$ cat config.mk
export PLATFORM = sky130hd
export DESIGN_NAME = pico_mem_axi_bridge_flat
export DESIGN_NICKNAME = d
export VERILOG_FILES = /design/src/rtl/pico_mem_axi_bridge_pkg.sv /design/src/rtl/pico_mem_axi_bridge_if.sv /design/src/rtl/pico_mem_axi_bridge_timer.sv /design/src/rtl/pico_mem_axi_bridge.sv /design/src/flat_wrapper.sv
export SDC_FILE = /design/constraint.sdc
export NUM_CORES = 1
export LEC_CHECK = 0
export CORE_MARGIN = 1.5
export CORE_UTILIZATION = 41
export DETAILED_ROUTE_END_ITERATION = 6
export GPL_TIMING_DRIVEN = 0
export PLACE_DENSITY = 0.77
export SYNTH_ARGS = -nofsm -noshare
export SYNTH_HDL_FRONTEND = slang
export SYNTH_HIERARCHICAL = 1
export SYNTH_SLANG_ARGS = --single-unit
$ cat constraint.sdc
create_clock -name clk -period 2.15 [get_ports clk]
set_input_delay 0.215 -clock clk [delete_from_list [all_inputs] [get_ports clk]]
set_output_delay 0.215 -clock clk [all_outputs]
set_load 0.005 [all_outputs]
$ cat src/rtl/pico_mem_axi_bridge_pkg.sv
// Shared types and constants for the PicoRV32 native-memory to AXI4-lite bridge.
package pico_bridge_pkg;

    typedef enum logic [2:0] {
        IDLE  = 3'd0,
        RD_A  = 3'd1,
        RD_D  = 3'd2,
        WR_AW = 3'd3,
        WR_B  = 3'd4,
        DONE  = 3'd5,
        DRAIN = 3'd6
    } bridge_state_e;

    localparam logic [2:0]  PROT_INSN    = 3'b100;
    localparam logic [2:0]  PROT_DATA    = 3'b000;
    localparam logic [31:0] ERR_DATA_DEF = 32'hDEAD_BEEF;

endpackage

$ cat src/rtl/pico_mem_axi_bridge_if.sv
// AXI4-lite channel bundle (32-bit data); response codes are not carried.
interface if_axi_light;
    logic        awvalid;
    logic        awready;
    logic [31:0] awaddr;
    logic [2:0]  awprot;
    logic        wvalid;
    logic        wready;
    logic [31:0] wdata;
    logic [3:0]  wstrb;
    logic        bvalid;
    logic        bready;
    logic        arvalid;
    logic        arready;
    logic [31:0] araddr;
    logic [2:0]  arprot;
    logic        rvalid;
    logic        rready;
    logic [31:0] rdata;

    modport master (
        output awvalid, awaddr, awprot, wvalid, wdata, wstrb, bready,
               arvalid, araddr, arprot, rready,
        input  awready, wready, bvalid, arready, rvalid, rdata
    );

    modport slave (
        input  awvalid, awaddr, awprot, wvalid, wdata, wstrb, bready,
               arvalid, araddr, arprot, rready,
        output awready, wready, bvalid, arready, rvalid, rdata
    );
endinterface

$ cat src/rtl/pico_mem_axi_bridge_timer.sv
// Loadable down-counter: expire is high once TIMEOUT enabled cycles have elapsed since restart.
module pico_axi_timer #(
    parameter int TIMEOUT = 1024
) (
    input  logic clk,
    input  logic res_n,
    input  logic restart,
    input  logic en,
    output logic expire
);
    generate
        if (TIMEOUT == 0) begin : g_off
            wire unused_ok = &{1'b0, clk, res_n, restart, en};
            assign expire = 1'b0;
        end else begin : g_on
            localparam int W = (TIMEOUT > 1) ? $clog2(TIMEOUT) : 1;
            localparam logic [W-1:0] LOAD = W'(TIMEOUT - 1);

            logic [W-1:0] cnt_q;
            logic [W-1:0] cnt_d;

            always_comb begin
                cnt_d = cnt_q;
                if (restart) begin
                    cnt_d = LOAD;
                end else if (en && cnt_q != '0) begin
                    cnt_d = cnt_q - 1'b1;
                end
            end

            always_ff @(posedge clk or negedge res_n) begin
                if (!res_n) begin
                    cnt_q <= '0;
                end else begin
                    cnt_q <= cnt_d;
                end
            end

            assign expire = en && (cnt_q == '0);
        end
    endgenerate
endmodule

$ cat src/rtl/pico_mem_axi_bridge.sv
// PicoRV32 native memory port to AXI4-lite master, with address window, relocation,
// per-phase timeout with AXI-safe drain, sticky error flags and saturating traffic counters.
module pico_mem_axi_bridge
    import pico_bridge_pkg::*;
#(
    parameter logic [31:0] WIN_SIZE  = 32'h0001_0000,
    parameter logic [31:0] ADDR_BASE = 32'h0000_0000,
    parameter int          TIMEOUT   = 1024,
    parameter logic [31:0] ERR_DATA  = ERR_DATA_DEF,
    parameter int          CNT_W     = 16
) (
    input  logic             clk,
    input  logic             res_n,
    input  logic             mem_valid,
    input  logic             mem_instr,
    input  logic [31:0]      mem_addr,
    input  logic [31:0]      mem_wdata,
    input  logic [3:0]       mem_wstrb,
    output logic             mem_ready,
    output logic [31:0]      mem_rdata,
    if_axi_light.master      m_axi,
    output logic             err_win,
    output logic             err_tmo,
    input  logic             err_clr,
    output logic [CNT_W-1:0] rd_cnt,
    output logic [CNT_W-1:0] wr_cnt
);
    bridge_state_e state_q, state_d;

    logic             mem_ready_q, mem_ready_d;
    logic [31:0]      mem_rdata_q, mem_rdata_d;
    logic             is_wr_q, is_wr_d;
    logic             arvalid_q, arvalid_d;
    logic [31:0]      araddr_q, araddr_d;
    logic [2:0]       arprot_q, arprot_d;
    logic             rready_q, rready_d;
    logic             awvalid_q, awvalid_d;
    logic [31:0]      awaddr_q, awaddr_d;
    logic             wvalid_q, wvalid_d;
    logic [31:0]      wdata_q, wdata_d;
    logic [3:0]       wstrb_q, wstrb_d;
    logic             bready_q, bready_d;
    logic             err_win_q, err_win_d;
    logic             err_tmo_q, err_tmo_d;
    logic [CNT_W-1:0] rd_cnt_q, rd_cnt_d;
    logic [CNT_W-1:0] wr_cnt_q, wr_cnt_d;

    logic tmr_restart, tmr_en, tmr_expire;
    logic win_set, tmo_set, rd_inc, wr_inc;
    logic aw_hs, w_hs;

    assign tmr_en = (state_q == RD_A) || (state_q == RD_D) ||
                    (state_q == WR_AW) || (state_q == WR_B);

    pico_axi_timer #(.TIMEOUT(TIMEOUT)) u_timer (
        .clk     (clk),
        .res_n   (res_n),
        .restart (tmr_restart),
        .en      (tmr_en),
        .expire  (tmr_expire)
    );

    assign aw_hs = awvalid_q && m_axi.awready;
    assign w_hs  = wvalid_q && m_axi.wready;

    always_comb begin
        state_d     = state_q;
        mem_ready_d = 1'b0;
        mem_rdata_d = mem_rdata_q;
        is_wr_d     = is_wr_q;
        arvalid_d   = arvalid_q;
        araddr_d    = araddr_q;
        arprot_d    = arprot_q;
        rready_d    = rready_q;
        awvalid_d   = awvalid_q;
        awaddr_d    = awaddr_q;
        wvalid_d    = wvalid_q;
        wdata_d     = wdata_q;
        wstrb_d     = wstrb_q;
        bready_d    = bready_q;
        tmr_restart = 1'b0;
        win_set     = 1'b0;
        tmo_set     = 1'b0;
        rd_inc      = 1'b0;
        wr_inc      = 1'b0;

        case (state_q)
            IDLE: begin
                if (mem_valid && !mem_ready_q) begin
                    if (mem_addr >= WIN_SIZE) begin
                        mem_rdata_d = ERR_DATA;
                        win_set     = 1'b1;
                        state_d     = DONE;
                    end else if (mem_wstrb == 4'b0000) begin
                        araddr_d    = mem_addr + ADDR_BASE;
                        arprot_d    = mem_instr ? PROT_INSN : PROT_DATA;
                        arvalid_d   = 1'b1;
                        is_wr_d     = 1'b0;
                        tmr_restart = 1'b1;
                        state_d     = RD_A;
                    end else begin
                        awaddr_d    = mem_addr + ADDR_BASE;
                        wdata_d     = mem_wdata;
                        wstrb_d     = mem_wstrb;
                        awvalid_d   = 1'b1;
                        wvalid_d    = 1'b1;
                        is_wr_d     = 1'b1;
                        tmr_restart = 1'b1;
                        state_d     = WR_AW;
                    end
                end
            end
            RD_A: begin
                if (m_axi.arready) begin
                    arvalid_d   = 1'b0;
                    rready_d    = 1'b1;
                    tmr_restart = 1'b1;
                    state_d     = RD_D;
                end else if (tmr_expire) begin
                    tmo_set = 1'b1;
                end
            end
            RD_D: begin
                if (m_axi.rvalid) begin
                    mem_rdata_d = m_axi.rdata;
                    rready_d    = 1'b0;
                    mem_ready_d = 1'b1;
                    rd_inc      = 1'b1;
                    state_d     = DONE;
                end else if (tmr_expire) begin
                    tmo_set = 1'b1;
                end
            end
            WR_AW: begin
                awvalid_d = awvalid_q && !m_axi.awready;
                wvalid_d  = wvalid_q && !m_axi.wready;
                if (aw_hs || w_hs) begin
                    tmr_restart = 1'b1;
                end
                if (!awvalid_d && !wvalid_d) begin
                    bready_d = 1'b1;
                    state_d  = WR_B;
                end else if (tmr_expire && !aw_hs && !w_hs) begin
                    tmo_set = 1'b1;
                end
            end
            WR_B: begin
                if (m_axi.bvalid) begin
                    bready_d    = 1'b0;
                    mem_ready_d = 1'b1;
                    wr_inc      = 1'b1;
                    state_d     = DONE;
                end else if (tmr_expire) begin
                    tmo_set = 1'b1;
                end
            end
            DONE: begin
                // AXI paths enter with mem_ready already set; a window miss pulses here.
                if (mem_ready_q) begin
                    state_d = IDLE;
                end else begin
                    mem_ready_d = 1'b1;
                end
            end
            DRAIN: begin
                if (is_wr_q) begin
                    awvalid_d = awvalid_q && !m_axi.awready;
                    wvalid_d  = wvalid_q && !m_axi.wready;
                    if (bready_q && m_axi.bvalid) begin
                        bready_d = 1'b0;
                        state_d  = IDLE;
                    end else if (!awvalid_d && !wvalid_d) begin
                        bready_d = 1'b1;
                    end
                end else begin
                    if (arvalid_q && m_axi.arready) begin
                        arvalid_d = 1'b0;
                        rready_d  = 1'b1;
                    end
                    if (rready_q && m_axi.rvalid) begin
                        rready_d = 1'b0;
                        state_d  = IDLE;
                    end
                end
            end
            default: state_d = IDLE;
        endcase

        // Abandon the CPU side now; raised valids are retired in DRAIN.
        if (tmo_set) begin
            mem_ready_d = 1'b1;
            mem_rdata_d = ERR_DATA;
            state_d     = DRAIN;
        end
    end

    always_comb begin
        err_win_d = win_set || (err_win_q && !err_clr);
        err_tmo_d = tmo_set || (err_tmo_q && !err_clr);
        rd_cnt_d  = (rd_inc && rd_cnt_q != '1) ? rd_cnt_q + 1'b1 : rd_cnt_q;
        wr_cnt_d  = (wr_inc && wr_cnt_q != '1) ? wr_cnt_q + 1'b1 : wr_cnt_q;
    end

    always_ff @(posedge clk or negedge res_n) begin
        if (!res_n) begin
            state_q     <= IDLE;
            mem_ready_q <= 1'b0;
            mem_rdata_q <= '0;
            is_wr_q     <= 1'b0;
            arvalid_q   <= 1'b0;
            araddr_q    <= '0;
            arprot_q    <= '0;
            rready_q    <= 1'b0;
            awvalid_q   <= 1'b0;
            awaddr_q    <= '0;
            wvalid_q    <= 1'b0;
            wdata_q     <= '0;
            wstrb_q     <= '0;
            bready_q    <= 1'b0;
            err_win_q   <= 1'b0;
            err_tmo_q   <= 1'b0;
            rd_cnt_q    <= '0;
            wr_cnt_q    <= '0;
        end else begin
            state_q     <= state_d;
            mem_ready_q <= mem_ready_d;
            mem_rdata_q <= mem_rdata_d;
            is_wr_q     <= is_wr_d;
            arvalid_q   <= arvalid_d;
            araddr_q    <= araddr_d;
            arprot_q    <= arprot_d;
            rready_q    <= rready_d;
            awvalid_q   <= awvalid_d;
            awaddr_q    <= awaddr_d;
            wvalid_q    <= wvalid_d;
            wdata_q     <= wdata_d;
            wstrb_q     <= wstrb_d;
            bready_q    <= bready_d;
            err_win_q   <= err_win_d;
            err_tmo_q   <= err_tmo_d;
            rd_cnt_q    <= rd_cnt_d;
            wr_cnt_q    <= wr_cnt_d;
        end
    end

    assign mem_ready     = mem_ready_q;
    assign mem_rdata     = mem_rdata_q;
    assign err_win       = err_win_q;
    assign err_tmo       = err_tmo_q;
    assign rd_cnt        = rd_cnt_q;
    assign wr_cnt        = wr_cnt_q;
    assign m_axi.arvalid = arvalid_q;
    assign m_axi.araddr  = araddr_q;
    assign m_axi.arprot  = arprot_q;
    assign m_axi.rready  = rready_q;
    assign m_axi.awvalid = awvalid_q;
    assign m_axi.awaddr  = awaddr_q;
    assign m_axi.awprot  = PROT_DATA;
    assign m_axi.wvalid  = wvalid_q;
    assign m_axi.wdata   = wdata_q;
    assign m_axi.wstrb   = wstrb_q;
    assign m_axi.bready  = bready_q;
endmodule

$ cat src/flat_wrapper.sv
// flat-port wrapper written by rule: the top's interface ports become plain ports
module pico_mem_axi_bridge_flat import pico_bridge_pkg::*;
#(
    parameter logic [31:0] WIN_SIZE  = 32'h0001_0000,
    parameter logic [31:0] ADDR_BASE = 32'h0000_0000,
    parameter int          TIMEOUT   = 1024,
    parameter logic [31:0] ERR_DATA  = ERR_DATA_DEF,
    parameter int          CNT_W     = 16
)
  (clk, res_n, mem_valid, mem_instr, mem_addr, mem_wdata, mem_wstrb, mem_ready, mem_rdata, err_win, err_tmo, err_clr, rd_cnt, wr_cnt, m_axi_awvalid, m_axi_awaddr, m_axi_awprot, m_axi_wvalid, m_axi_wdata, m_axi_wstrb, m_axi_bready, m_axi_arvalid, m_axi_araddr, m_axi_arprot, m_axi_rready, m_axi_awready, m_axi_wready, m_axi_bvalid, m_axi_arready, m_axi_rvalid, m_axi_rdata);
  if_axi_light m_axi_i ();
  input  logic clk;
  input  logic res_n;
  input  logic mem_valid;
  input  logic mem_instr;
  input  logic [31:0] mem_addr;
  input  logic [31:0] mem_wdata;
  input  logic [3:0] mem_wstrb;
  output logic mem_ready;
  output logic [31:0] mem_rdata;
  output logic err_win;
  output logic err_tmo;
  input  logic err_clr;
  output logic [CNT_W-1:0] rd_cnt;
  output logic [CNT_W-1:0] wr_cnt;
  output wire logic [$bits(m_axi_i.awvalid)-1:0] m_axi_awvalid;
  output wire logic [$bits(m_axi_i.awaddr)-1:0] m_axi_awaddr;
  output wire logic [$bits(m_axi_i.awprot)-1:0] m_axi_awprot;
  output wire logic [$bits(m_axi_i.wvalid)-1:0] m_axi_wvalid;
  output wire logic [$bits(m_axi_i.wdata)-1:0] m_axi_wdata;
  output wire logic [$bits(m_axi_i.wstrb)-1:0] m_axi_wstrb;
  output wire logic [$bits(m_axi_i.bready)-1:0] m_axi_bready;
  output wire logic [$bits(m_axi_i.arvalid)-1:0] m_axi_arvalid;
  output wire logic [$bits(m_axi_i.araddr)-1:0] m_axi_araddr;
  output wire logic [$bits(m_axi_i.arprot)-1:0] m_axi_arprot;
  output wire logic [$bits(m_axi_i.rready)-1:0] m_axi_rready;
  input wire logic [$bits(m_axi_i.awready)-1:0] m_axi_awready;
  input wire logic [$bits(m_axi_i.wready)-1:0] m_axi_wready;
  input wire logic [$bits(m_axi_i.bvalid)-1:0] m_axi_bvalid;
  input wire logic [$bits(m_axi_i.arready)-1:0] m_axi_arready;
  input wire logic [$bits(m_axi_i.rvalid)-1:0] m_axi_rvalid;
  input wire logic [$bits(m_axi_i.rdata)-1:0] m_axi_rdata;
  assign m_axi_awvalid = m_axi_i.awvalid;
  assign m_axi_awaddr = m_axi_i.awaddr;
  assign m_axi_awprot = m_axi_i.awprot;
  assign m_axi_wvalid = m_axi_i.wvalid;
  assign m_axi_wdata = m_axi_i.wdata;
  assign m_axi_wstrb = m_axi_i.wstrb;
  assign m_axi_bready = m_axi_i.bready;
  assign m_axi_arvalid = m_axi_i.arvalid;
  assign m_axi_araddr = m_axi_i.araddr;
  assign m_axi_arprot = m_axi_i.arprot;
  assign m_axi_rready = m_axi_i.rready;
  assign m_axi_i.awready = m_axi_awready;
  assign m_axi_i.wready = m_axi_wready;
  assign m_axi_i.bvalid = m_axi_bvalid;
  assign m_axi_i.arready = m_axi_arready;
  assign m_axi_i.rvalid = m_axi_rvalid;
  assign m_axi_i.rdata = m_axi_rdata;
  pico_mem_axi_bridge #(.WIN_SIZE(WIN_SIZE), .ADDR_BASE(ADDR_BASE), .TIMEOUT(TIMEOUT), .ERR_DATA(ERR_DATA), .CNT_W(CNT_W)) u_core (.clk(clk), .res_n(res_n), .mem_valid(mem_valid), .mem_instr(mem_instr), .mem_addr(mem_addr), .mem_wdata(mem_wdata), .mem_wstrb(mem_wstrb), .mem_ready(mem_ready), .mem_rdata(mem_rdata), .m_axi(m_axi_i), .err_win(err_win), .err_tmo(err_tmo), .err_clr(err_clr), .rd_cnt(rd_cnt), .wr_cnt(wr_cnt));
endmodule
==> flow_summary.yaml <==
cts:
  cts_tree: "yes"
  clockRootBuffer: "clkbuf_16"
  clk_pin_slew_worst_paths_ns: 0.07
  htreeDepth: 4
  clk_path_buf_depth: 2
  clock_latency_ns: 0.43
  clock_sinks: 187
  cts_buffers: 17
final_layout:
  final_cell_mix: "clkdlybuf4s50_1, dfrtp_1, nand2_1, mux2_4, mux2_2"
  layout-area-overhead-vs-synth_pct: 49.7
  nets: 1067
  layout_commonest_cell: "clkdlybuf4s50_1"
  drive_above_1_share: 0.190
  stdcell_count: 1232
  multiInputGateArea_sq_um: 3360
  antenna_cells: 0
  design_area_sq_um: 12300
  fill_cells: 1576
  seq_area_sq_um: 4680
sta:
  finalHoldViolations: 0
  tns_ns: 0
  setup_viol: 0
  hold_slack_ns: 0.317
  rsz0062_at_grt: "yes"
  relSlewSlack: 0.594
  slew_viol_final: 0
  fin_crit_ns: 2.15
  fmax_ghz: 0.466
  worst_pin_slew_ns: 0.609
  finalClockSkew_ns: 0.0107
  min_period_over_period: 0.998
placement:
  globalplace.congestion: 0.854
  io_buffers: 282
  postPlaceCellArea_sq_um: 11400
  dp_cells: 1186
  dp_hpwl_um: 15800
route:
  routed_wirelength_um: 21700
  drtIter0Drc: 223
  drc_errors: 0
  ant_nets: 0
  routedWlPerCell_um: 17.6
  via_count: 6129
  routed_via_density: 4.97
  drtPass1Iterations: 4
global_route:
  antenna_found_initial: 0
  grt_max_degree: 119
  grt_pass1_vias: 6202
  grt_first_pass_wirelength_um: 33200
  grt_remaining_overflow: 0
  grt_use_total: 0.208
critical_path:
  reg2reg_depth: 7
  crit_slowest_cell: "or4b_4"
  cpPeakStageDelay_ns: 0.46
  end_kind: "flip-flop"
  crit_buf_inv: 2
  worstPathCellList: "buf_6, buf_8, o21ai_4, and2_4, or4b_4, or3_1, a221o_1"
  cp.required_ns: 2.46
  critPathTopFamily: "simple AND/OR/NAND/NOR gates"
  crit_fanout: 7
  setup.worst_path.start_class: "flip-flop"
  cp.depth: 7
  path_class: "flip-flop to flip-flop"
  worstPathArrival_ns: 2.46
power:
  power.density_nw_per_um2: 835
  ir_worst_vdd_mv: 0.551
  leakage_nw: 5.32
  power_mw: 10.3
synthesis:
  synthCells: 634
  avgSynthCellArea_sq_um: 12.9
  ys_warn_count: 6
  synth.distinct_cells: 77
  synthArstFlopShare: 1.00
  syn-cell-area_sq_um: 8200
  yosysSeqAreaShare: 0.571
  ys_top_cells_by_area: "dfrtp_1, mux2_4, mux2_2"
  netlist.area_leader.share: 0.571
  synthFlopType: "dfrtp_1"
  synth_largest_area_cell: "dfrtp_1"
  ys_seq_elements: 187
  synth_edf_count: 0
floorplanning:
  initial_utilization: 0.420
  dieWidth_um: 144
  core_sq_um: 19500
  fp.dieH_um: 144
  ioPinCount: 288
  rows: 51
  die_area_sq_um: 20900
outcome:
  status: "finished, final reports clean"
flow_run:
  cap_viol_max_count: 0
worst_hold_path:
  hp-class: "primary input to async pin"
## cell families (layout without fill, tap and decap cells)
group                      count (synthesis)  after routing  share of synthesized area
and+or+nand+nor                          203            203                      0.160
buffers and inverters                     46            375                     0.0362
adders and majority gates                  3              3                    0.00458
xor gates and xnor gates                  29             29                     0.0310
AOI/OAI and AO/OA                         91             91                     0.0787
other                                      1              5                   0.000457
DFF                                      187            187                      0.571
muxes                                     74             74                      0.119
## sequential cells by signal, summed over array words and instances, names as in the netlist
| signal | count |
|---|---|
| u_core/err_tmo | 1 |
| u_core/err_win | 1 |
| u_core/is_wr_q | 1 |
| u_core/m_axi.araddr | 32 |
| u_core/m_axi.arprot | 1 |
| u_core/m_axi.arvalid | 1 |
| u_core/m_axi.awaddr | 32 |
| u_core/m_axi.awvalid | 1 |
| u_core/m_axi.bready | 1 |
| u_core/m_axi.rready | 1 |
| u_core/m_axi.wdata | 32 |
| u_core/m_axi.wstrb | 4 |
| u_core/m_axi.wvalid | 1 |
| u_core/mem_rdata | 32 |
| u_core/mem_ready | 1 |
| u_core/rd_cnt | 16 |
| u_core/state_q | 3 |
| u_core/u_timer/g_on.cnt_q | 10 |
| u_core/wr_cnt | 16 |
## worst paths after layout
check                           slack [ns]                                 from                                  endpoint
worst max-delay path                 0.005        u_core/state_q[0]$_DFFE_PN0P_  u_core/u_timer/g_on.cnt_q[5]$_DFFE_PN0P_
worst min-delay path                  0.32                                res_n              u_core/wr_cnt[9]$_DFFE_PN0P_
worst max register to register       0.005        u_core/state_q[0]$_DFFE_PN0P_  u_core/u_timer/g_on.cnt_q[5]$_DFFE_PN0P_
worst min register to register        0.48  u_core/m_axi.awaddr[20]$_DFFE_PN0P_       u_core/m_axi.awaddr[20]$_DFFE_PN0P_
max in group asynchronous             0.87                                res_n         u_core/m_axi.wstrb[3]$_DFFE_PN0P_
min in group clk                      0.39                        mem_wdata[12]        u_core/m_axi.wdata[12]$_DFFE_PN0P_
## cells in the mapped netlist (3+ instances only)
master	n
nor3_1	5
a22o_1	8
and4_1	3
nor4_4	4
o311ai_0	3
mux2_2	33
mux2_4	38
nor2_1	15
clkbuf_1	10
xor2_1	9
nand2b_1	3
ha_1	3
nand2_1	45
and2_1	21
buf_2	6
a211oi_1	3
nand4_1	8
xnor2_1	20
nand3b_1	4
mux2i_1	3
buf_4	10
dfrtp_1	187
a21oi_1	12
nor4b_1	4
inv_1	12
nand4b_1	16
and3_1	10
nor2b_1	26
nand3_1	12
or3_1	3
buf_12	3
nor2_4	3
buf_6	4
o22a_1	9
a31oi_1	3
o21ai_0	25
## power breakdown
group | switching [mW] | internal, mW
logic | 1.24 | 1.61
registers | 0.345 | 3.94
clock network | 1.56 | 1.57
total | 3.14 | 7.12
## through the flow
step | setup slack [ns] | utilization
after floorplan | 0.0200 | -
after global placement | -7.01 | 0.583
after detailed placement | -0.483 | 0.584
after CTS | -0.0124 | 0.619
after global routing | -0.0815 | 0.629
final | 0.00477 | 0.629
## routing by layer
layer	up-vias	GRT usage	wire, um
met5	-	0	0
met3	21	0.0742	1630
met4	0	0.0564	300
li1	2905	-	-
met2	199	0.348	10800
met1	3004	0.254	8950
## layout make-up
type	count	share of cell area
sequential	187	0.381
multi-input combinational	405	0.273
timing repair buffer	300	0.245
clock buffer	17	0.0346
tap	265	0.0270
buffer	31	0.0213
clock inverter	15	0.0139
inverter	12	0.00367
## what timing repair did
action	in CTS	in global routing
gates cloned	0	0
endpoints found under the setup margin	61	89
endpoints found under the hold margin	69	0
gates resized for setup	13	17
setup buffers	4	12
pin swaps	4	6
hold buffers	1	0
(Power assumes the default switching activity.)
